$ cat src/rtl/wr_bram_pkg.sv
// Shared types and helpers for the FIFO-to-BRAM write controller.
//   state_e         : controller state encoding (3 bits)
//   CH_IMAGE/SECRET : BRAM channel indices
//   lane_mask_to_be : expand a per-lane valid mask into per-byte write enables
package wr_bram_pkg;

    typedef enum logic [2:0] {
        ST_IDLE    = 3'd0,
        ST_REQ     = 3'd1,
        ST_CAPTURE = 3'd2,
        ST_WRITE   = 3'd3,
        ST_DONE    = 3'd4
    } state_e;

    localparam int unsigned CH_IMAGE  = 0;
    localparam int unsigned CH_SECRET = 1;

    // Upper bounds for the generic mask expander (lanes per word, bytes per lane).
    localparam int unsigned MAX_LANES = 32;
    localparam int unsigned MAX_BPL   = 8;
    localparam int unsigned MAX_BYTES = MAX_LANES * MAX_BPL;

    // Each set lane bit enables bpl consecutive bytes, lane 0 in the LSBs.
    function automatic logic [MAX_BYTES-1:0] lane_mask_to_be(
        input logic [MAX_LANES-1:0] mask,
        input int unsigned          bpl
    );
        logic [MAX_BYTES-1:0] be;
        be = '0;
        for (int l = 0; l < int'(MAX_LANES); l++) begin
            for (int k = 0; k < int'(MAX_BPL); k++) begin
                if (k < int'(bpl)) begin
                    be[l * int'(bpl) + k] = mask[l];
                end
            end
        end
        return be;
    endfunction

endpackage

$ cat src/rtl/lane_packer.sv
// Little-endian lane packer: collects FF_WIDTH entries into one LANES-wide word.
//   clear_i : empty the word, mask and lane pointer (wins over load_i)
//   load_i  : write data_i into the current lane, mark it valid, advance pointer
//   word_o  : packed word, unfilled lanes read as zero
//   mask_o  : one bit per filled lane
//   last_o  : pointer is on the final lane of the word
module lane_packer #(
    parameter int unsigned LANES    = 4,
    parameter int unsigned FF_WIDTH = 8
) (
    input  logic                      clk,
    input  logic                      rst_n,
    input  logic                      clear_i,
    input  logic                      load_i,
    input  logic [FF_WIDTH-1:0]       data_i,
    output logic [LANES*FF_WIDTH-1:0] word_o,
    output logic [LANES-1:0]          mask_o,
    output logic                      last_o
);

    localparam int unsigned LANE_W = (LANES > 1) ? $clog2(LANES) : 1;

    logic [LANES*FF_WIDTH-1:0] word_q, word_d;
    logic [LANES-1:0]          mask_q, mask_d;
    logic [LANE_W-1:0]         lane_q, lane_d;

    assign last_o = (lane_q == LANE_W'(LANES - 1));
    assign word_o = word_q;
    assign mask_o = mask_q;

    // Next-state for word, mask and pointer.
    always_comb begin
        word_d = word_q;
        mask_d = mask_q;
        lane_d = lane_q;
        if (clear_i) begin
            word_d = '0;
            mask_d = '0;
            lane_d = '0;
        end else if (load_i) begin
            for (int l = 0; l < int'(LANES); l++) begin
                if (lane_q == LANE_W'(l)) begin
                    word_d[l*FF_WIDTH +: FF_WIDTH] = data_i;
                    mask_d[l]                      = 1'b1;
                end
            end
            lane_d = last_o ? '0 : lane_q + LANE_W'(1);
        end
    end

    always_ff @(posedge clk or negedge rst_n) begin
        if (!rst_n) begin
            word_q <= '0;
            mask_q <= '0;
            lane_q <= '0;
        end else begin
            word_q <= word_d;
            mask_q <= mask_d;
            lane_q <= lane_d;
        end
    end

endmodule

$ cat src/rtl/ctrl_wr_bram_pack.sv
// FIFO-to-BRAM write controller: drains data_size FIFO entries, packs them
// little-endian into DATA_WIDTH words and writes each word once to the BRAM
// channel chosen at start, from base_addr upward; a trailing partial word is
// written with masked byte enables.
//   start/ch_sel/base_addr/data_size : command, latched in IDLE
//   busy/finish/err                  : status (err = channel out of range, sticky)
//   ff_empty/ff_rd_data/ff_rden      : show-ahead FIFO; ff_rd_data is taken at
//                                      the end of the cycle ff_rden is high
//   bram_clk/bram_wrdata/bram_addr/bram_we : shared BRAM write port, per-channel we
module ctrl_wr_bram_pack
    import wr_bram_pkg::*;
#(
    parameter  int unsigned DATA_WIDTH = 32,
    parameter  int unsigned ADDR_WIDTH = 32,
    parameter  int unsigned FF_WIDTH   = 8,
    parameter  int unsigned REG_WIDTH  = 32,
    parameter  int unsigned NUM_CH     = 2,
    localparam int unsigned LANES      = DATA_WIDTH / FF_WIDTH,
    localparam int unsigned NUM_BYTES  = DATA_WIDTH / 8,
    localparam int unsigned CH_W       = (NUM_CH > 1) ? $clog2(NUM_CH) : 1
) (
    input  logic                        clk,
    input  logic                        rst_n,
    input  logic                        start,
    input  logic [CH_W-1:0]             ch_sel,
    input  logic [REG_WIDTH-1:0]        base_addr,
    input  logic [REG_WIDTH-1:0]        data_size,
    output logic                        busy,
    output logic                        finish,
    output logic                        err,
    input  logic                        ff_empty,
    input  logic [FF_WIDTH-1:0]         ff_rd_data,
    output logic                        ff_rden,
    output logic                        bram_clk,
    output logic [DATA_WIDTH-1:0]       bram_wrdata,
    output logic [ADDR_WIDTH-1:0]       bram_addr,
    output logic [NUM_CH*NUM_BYTES-1:0] bram_we
);

    localparam int unsigned BPL   = NUM_BYTES / LANES;
    localparam int unsigned OFF_W = $clog2(NUM_BYTES);
    localparam int unsigned WE_W  = NUM_CH * NUM_BYTES;

    state_e                 state_q, state_d;
    logic [CH_W-1:0]        ch_q, ch_d;
    logic [REG_WIDTH-1:0]   base_q, base_d;
    logic [REG_WIDTH-1:0]   size_q, size_d;
    logic [REG_WIDTH-1:0]   cnt_q, cnt_d;
    logic [REG_WIDTH-1:0]   widx_q, widx_d;
    logic                   busy_q, busy_d;
    logic                   finish_q, finish_d;
    logic                   err_q, err_d;
    logic                   rden_q, rden_d;
    logic [ADDR_WIDTH-1:0]  addr_q, addr_d;
    logic [DATA_WIDTH-1:0]  wrdata_q, wrdata_d;
    logic [WE_W-1:0]        we_q, we_d;

    logic                   pk_clear, pk_load, pk_last;
    logic [DATA_WIDTH-1:0]  pk_word;
    logic [LANES-1:0]       pk_mask;
    logic [NUM_BYTES-1:0]   word_be;
    logic [REG_WIDTH-1:0]   cnt_inc;
    logic [REG_WIDTH-1:0]   base_aligned;

    lane_packer #(
        .LANES    (LANES),
        .FF_WIDTH (FF_WIDTH)
    ) u_packer (
        .clk     (clk),
        .rst_n   (rst_n),
        .clear_i (pk_clear),
        .load_i  (pk_load),
        .data_i  (ff_rd_data),
        .word_o  (pk_word),
        .mask_o  (pk_mask),
        .last_o  (pk_last)
    );

    assign word_be      = NUM_BYTES'(lane_mask_to_be(MAX_LANES'(pk_mask), BPL));
    assign cnt_inc      = cnt_q + REG_WIDTH'(1);
    assign base_aligned = (base_q >> OFF_W) << OFF_W;

    assign bram_clk    = clk;
    assign busy        = busy_q;
    assign finish      = finish_q;
    assign err         = err_q;
    assign ff_rden     = rden_q;
    assign bram_addr   = addr_q;
    assign bram_wrdata = wrdata_q;
    assign bram_we     = we_q;

    // Next-state and registered-output decode.
    always_comb begin
        state_d  = state_q;
        ch_d     = ch_q;
        base_d   = base_q;
        size_d   = size_q;
        cnt_d    = cnt_q;
        widx_d   = widx_q;
        busy_d   = busy_q;
        finish_d = finish_q;
        err_d    = err_q;
        rden_d   = 1'b0;
        addr_d   = addr_q;
        wrdata_d = wrdata_q;
        we_d     = '0;
        pk_clear = 1'b0;
        pk_load  = 1'b0;

        case (state_q)
            ST_IDLE: begin
                if (start) begin
                    ch_d     = ch_sel;
                    base_d   = base_addr;
                    size_d   = data_size;
                    cnt_d    = '0;
                    widx_d   = '0;
                    pk_clear = 1'b1;
                    err_d    = (32'(ch_sel) >= NUM_CH);
                    if (data_size == '0) begin
                        busy_d   = 1'b0;
                        finish_d = 1'b1;
                        state_d  = ST_DONE;
                    end else begin
                        busy_d   = 1'b1;
                        state_d  = ST_REQ;
                    end
                end
            end
            ST_REQ: begin
                if (cnt_q == size_q) begin
                    busy_d   = 1'b0;
                    finish_d = 1'b1;
                    state_d  = ST_DONE;
                end else if (!ff_empty) begin
                    rden_d  = 1'b1;
                    state_d = ST_CAPTURE;
                end
            end
            ST_CAPTURE: begin
                pk_load = 1'b1;
                cnt_d   = cnt_inc;
                state_d = (pk_last || cnt_inc == size_q) ? ST_WRITE : ST_REQ;
            end
            ST_WRITE: begin
                // Address arithmetic is ADDR_WIDTH wide so it wraps silently.
                addr_d   = ADDR_WIDTH'(base_aligned)
                         + ADDR_WIDTH'(widx_q) * ADDR_WIDTH'(NUM_BYTES);
                wrdata_d = pk_word;
                for (int c = 0; c < int'(NUM_CH); c++) begin
                    if (!err_q && ch_q == CH_W'(c)) begin
                        we_d[c*NUM_BYTES +: NUM_BYTES] = word_be;
                    end
                end
                widx_d   = widx_q + REG_WIDTH'(1);
                pk_clear = 1'b1;
                state_d  = ST_REQ;
            end
            ST_DONE: begin
                if (!start) begin
                    finish_d = 1'b0;
                    state_d  = ST_IDLE;
                end
            end
            default: begin
                state_d = ST_IDLE;
            end
        endcase
    end

    always_ff @(posedge clk or negedge rst_n) begin
        if (!rst_n) begin
            state_q  <= ST_IDLE;
            ch_q     <= '0;
            base_q   <= '0;
            size_q   <= '0;
            cnt_q    <= '0;
            widx_q   <= '0;
            busy_q   <= 1'b0;
            finish_q <= 1'b0;
            err_q    <= 1'b0;
            rden_q   <= 1'b0;
            addr_q   <= '0;
            wrdata_q <= '0;
            we_q     <= '0;
        end else begin
            state_q  <= state_d;
            ch_q     <= ch_d;
            base_q   <= base_d;
            size_q   <= size_d;
            cnt_q    <= cnt_d;
            widx_q   <= widx_d;
            busy_q   <= busy_d;
            finish_q <= finish_d;
            err_q    <= err_d;
            rden_q   <= rden_d;
            addr_q   <= addr_d;
            wrdata_q <= wrdata_d;
            we_q     <= we_d;
        end
    end

endmodule
$ cat config.mk
export PLATFORM = sky130hd
export DESIGN_NAME = ctrl_wr_bram_pack
export DESIGN_NICKNAME = d
export VERILOG_FILES = /design/src/rtl/wr_bram_pkg.sv /design/src/rtl/lane_packer.sv /design/src/rtl/ctrl_wr_bram_pack.sv
export SDC_FILE = /design/constraint.sdc
export NUM_CORES = 1
export LEC_CHECK = 0
export CORE_ASPECT_RATIO = 1.4
export CORE_MARGIN = 10
export CORE_UTILIZATION = 56
export CTS_CLUSTER_DIAMETER = 30
export CTS_CLUSTER_SIZE = 25
export DETAILED_ROUTE_END_ITERATION = 10
export MAX_ROUTING_LAYER = met4
export PLACE_DENSITY = 0.78
export SLEW_MARGIN = 20
export SYNTH_ARGS = -nofsm -noshare
export SYNTH_HDL_FRONTEND = slang
export SYNTH_SLANG_ARGS = --single-unit
$ cat constraint.sdc
create_clock -name clk -period 2.9 [get_ports clk]
set_input_delay 0.58 -clock clk [delete_from_list [all_inputs] [get_ports clk]]
set_output_delay 0.58 -clock clk [all_outputs]
set_load 0.02 [all_outputs]
==> metrics.txt <==
Post-Synth XOR/XNOR Area 0.0506; RR Startpoint base_q[2]$_DFFE_PN0P_; Worst Slack Setup Final a little under 100 ps; Worst Setup EP bram_clk; most common cell in the netlist nand2_1; r2r setup slk 170 ps; layout cells sized above 1 0.103; FP Rows 65; worst skew pair latency ~650 ps; Post-Syn Area between 10,000 and 15,000 µm²; synth warn 0; Synth area leader dfrtp_1; I/O pins 154; Mean Syn Cell Area 8.69 µm²; status finished, final reports clean; die area approximately 29,000 µm²; required time of the critical path 2320 ps; Async SR Flop Fraction 1.00; Initial Util 0.565; Final nets about 1,700; Worst-path clk slew roughly 60 ps; simple-gate share of the synthesized area 0.253; first-pass GRT wire length roughly 57,000 µm; Synth top area share 0.473; antenna viol nets, final 0; DP Worst Slack 72.6 ps; crit end category output pin; number of synthesized flops with an enable pin 0; vias per cell approximately 5.6; grt ovf 0; Routed WL per cell around 18 µm; Final Hold Vio Count 0; post-synthesis compound-gate area fraction 0.128; initial antenna violation count 1; largest cells by area after synthesis dfrtp_1, nand2_1, xnor2_1; Most used DFF post-synth dfrtp_1; number of global-route vias before repair 11,300; RD Place Congestion about 0.96; drt first pass iters 5; Max Cap Viol 0; Slew headroom 0.553; Synth Instances 1,454; Core Region around 22,000 µm²; DP HPWL between 20,000 and 30,000 µm; LEAKAGE 7.46 nW; worst min path class reg -> reg; #FFs+latches synth approximately 240; Die H 198 µm; Hold Slack approximately 470 ps; Slew Viols, Final 0; final WL 34,600 µm; Layout area overhead 28.1%; R2R depth 13; initial DRC count between 700 and 800; largest net degree at the start of global routing between 100 and 150; CTS tree yes; remaining routing DRC violations 0; Post-Synth Adder-Cell Area 0.0370; via count between 10,000 and 15,000; GRT Util Overall 0.245; pwr dens 951 nW/µm²; maximum vdd drop roughly 800 µV; Worst Setup Path Type clk -> out; post-synthesis mux area share 0.0183; largest family of logic cells by synthesized area simple AND/OR/NAND/NOR gates; Worst Setup Start Kind clock port; input/output buffers 148; Die X 147 µm; critical path launch point clk; total power draw ~15 mW; Post-synth top cells nand2_1, dfrtp_1, o21ai_0, a21oi_1, xnor2_1; Seq/Total Area, Yosys 0.473; Slew @ Worst Pin around 670 ps; Critical Path AT roughly 2200 ps; Critical Path Fanout Max 2; RR Endpoint bram_addr[30]$_DFFE_PN0P_; skew final 25.6 ps; synth unique cells 69; Final setup violation count 0
==> layout make-up <==
class                      count  area (µm²)
timing repair buffer         206        2000
sequential                   239        5980
tap                          301         377
clock inverter                35         303
clock buffer                  51        1240
fill                        1706        6170
antenna                        1        2.50
multi-input combinational   1117        6220
inverter                      19        71.3
==> per-stage QoR <==
step                      instance area (µm²)  instances   util  TNS [ps]
after floorplan                         12600       1456      -         0
after global placement                  14600       1882  0.653         0
after detailed placement                14600       1882  0.653         0
after CTS                               16100       1968  0.722         0
after global routing                    16200       1969  0.724     -24.3
final                                   16200       1969  0.724         0
==> metal layers <==
layer  wire (µm)  vias to the layer above  GRT usage  part of all wire
met5           0                        -          -                 0
li1            -                     5350          -                 -
met3        1550                       78     0.0416             0.045
met4        1390                        0      0.116             0.040
met1       13700                     5307      0.268              0.39
met2       18000                      307      0.427              0.52
==> critical path, cell delays in order <==
cell	delay, ps
clkbuf_16	120
clkbuf_16	130
clkdlybuf4s50_1	530
==> repair_timing <==
action                     4_1_cts  5_1_grt
hold buffers                     1        0
setup endpoints to repair        0        3
setup buffers                    0        0
hold endpoints to repair        80        0
resized for setup                0       10
==> power breakdown <==
part	total, mW	internal (mW)	switching [mW]	leakage [nW]
sequential	5.01	4.31	0.699	3.16
clock	5.18	3.19	1.99	0.742
combinational	5.20	2.10	3.10	3.56
==> state kept, by name, summed over array words and instances, names as in the netlist, 2 cells and up <==
name and flops:
state_q 3, base_q 30, u_packer.mask_o 4, bram_addr 30
cnt_q 32, widx_q 30, bram_we 8, u_packer.lane_q 2
u_packer.word_o 32, size_q 32, bram_wrdata 32
==> how the worst min path moves through the flow <==
stage / slack [ps] / cells past startpoint / endpoint / from
floorplan: 280 / 0 / base_q[10]$_DFFE_PN0P_ / rst_n
global placement: 450 / 2 / bram_wrdata[12]$_DFFE_PN0P_ / u_packer.word_o[12]$_DFFE_PN0P_
detailed placement: 450 / 2 / bram_wrdata[16]$_DFFE_PN0P_ / u_packer.word_o[16]$_DFFE_PN0P_
CTS: 450 / 3 / base_q[14]$_DFFE_PN0P_ / base_addr[14]
global route: 470 / 3 / base_q[21]$_DFFE_PN0P_ / base_addr[21]
finish: 470 / 2 / bram_wrdata[20]$_DFFE_PN0P_ / bram_wrdata[20]$_DFFE_PN0P_
==> kinds of logic after synthesis <==
family | after synthesis
muxes | 23
xor gates and xnor gates | 73
DFF | 239
AOI/OAI and AO/OA | 264
other | 1
buffers and inverters | 100
and+or+nand+nor | 717
adders and majority gates | 37
==> layout by cell type (no fill, tap or decap), types with 4 or more instances in the layout <==
cell / instances
and2_1: 8
clkdlybuf4s50_1: 147
a31oi_1: 10
a21oi_1: 63
o21bai_1: 6
buf_4: 52
nor3_1: 20
dfrtp_1: 237
nor4_1: 14
nand2_1: 482
inv_6: 16
xnor2_1: 56
mux2i_1: 22
o21a_1: 11
o21ai_0: 90
o211ai_1: 17
xor2_1: 16
or3_1: 6
buf_12: 6
nand3_1: 49
o31ai_1: 16
ha_1: 35
nor2_1: 48
inv_1: 19
clkinvlp_4: 6
a21o_1: 15
nand3b_1: 4
a211oi_1: 8
and3_1: 14
nand4_1: 30
clkbuf_16: 48
nor3b_1: 5
clkinv_4: 9
o2111ai_1: 5
nand2b_1: 5
Power figures use the tool's default switching activity.
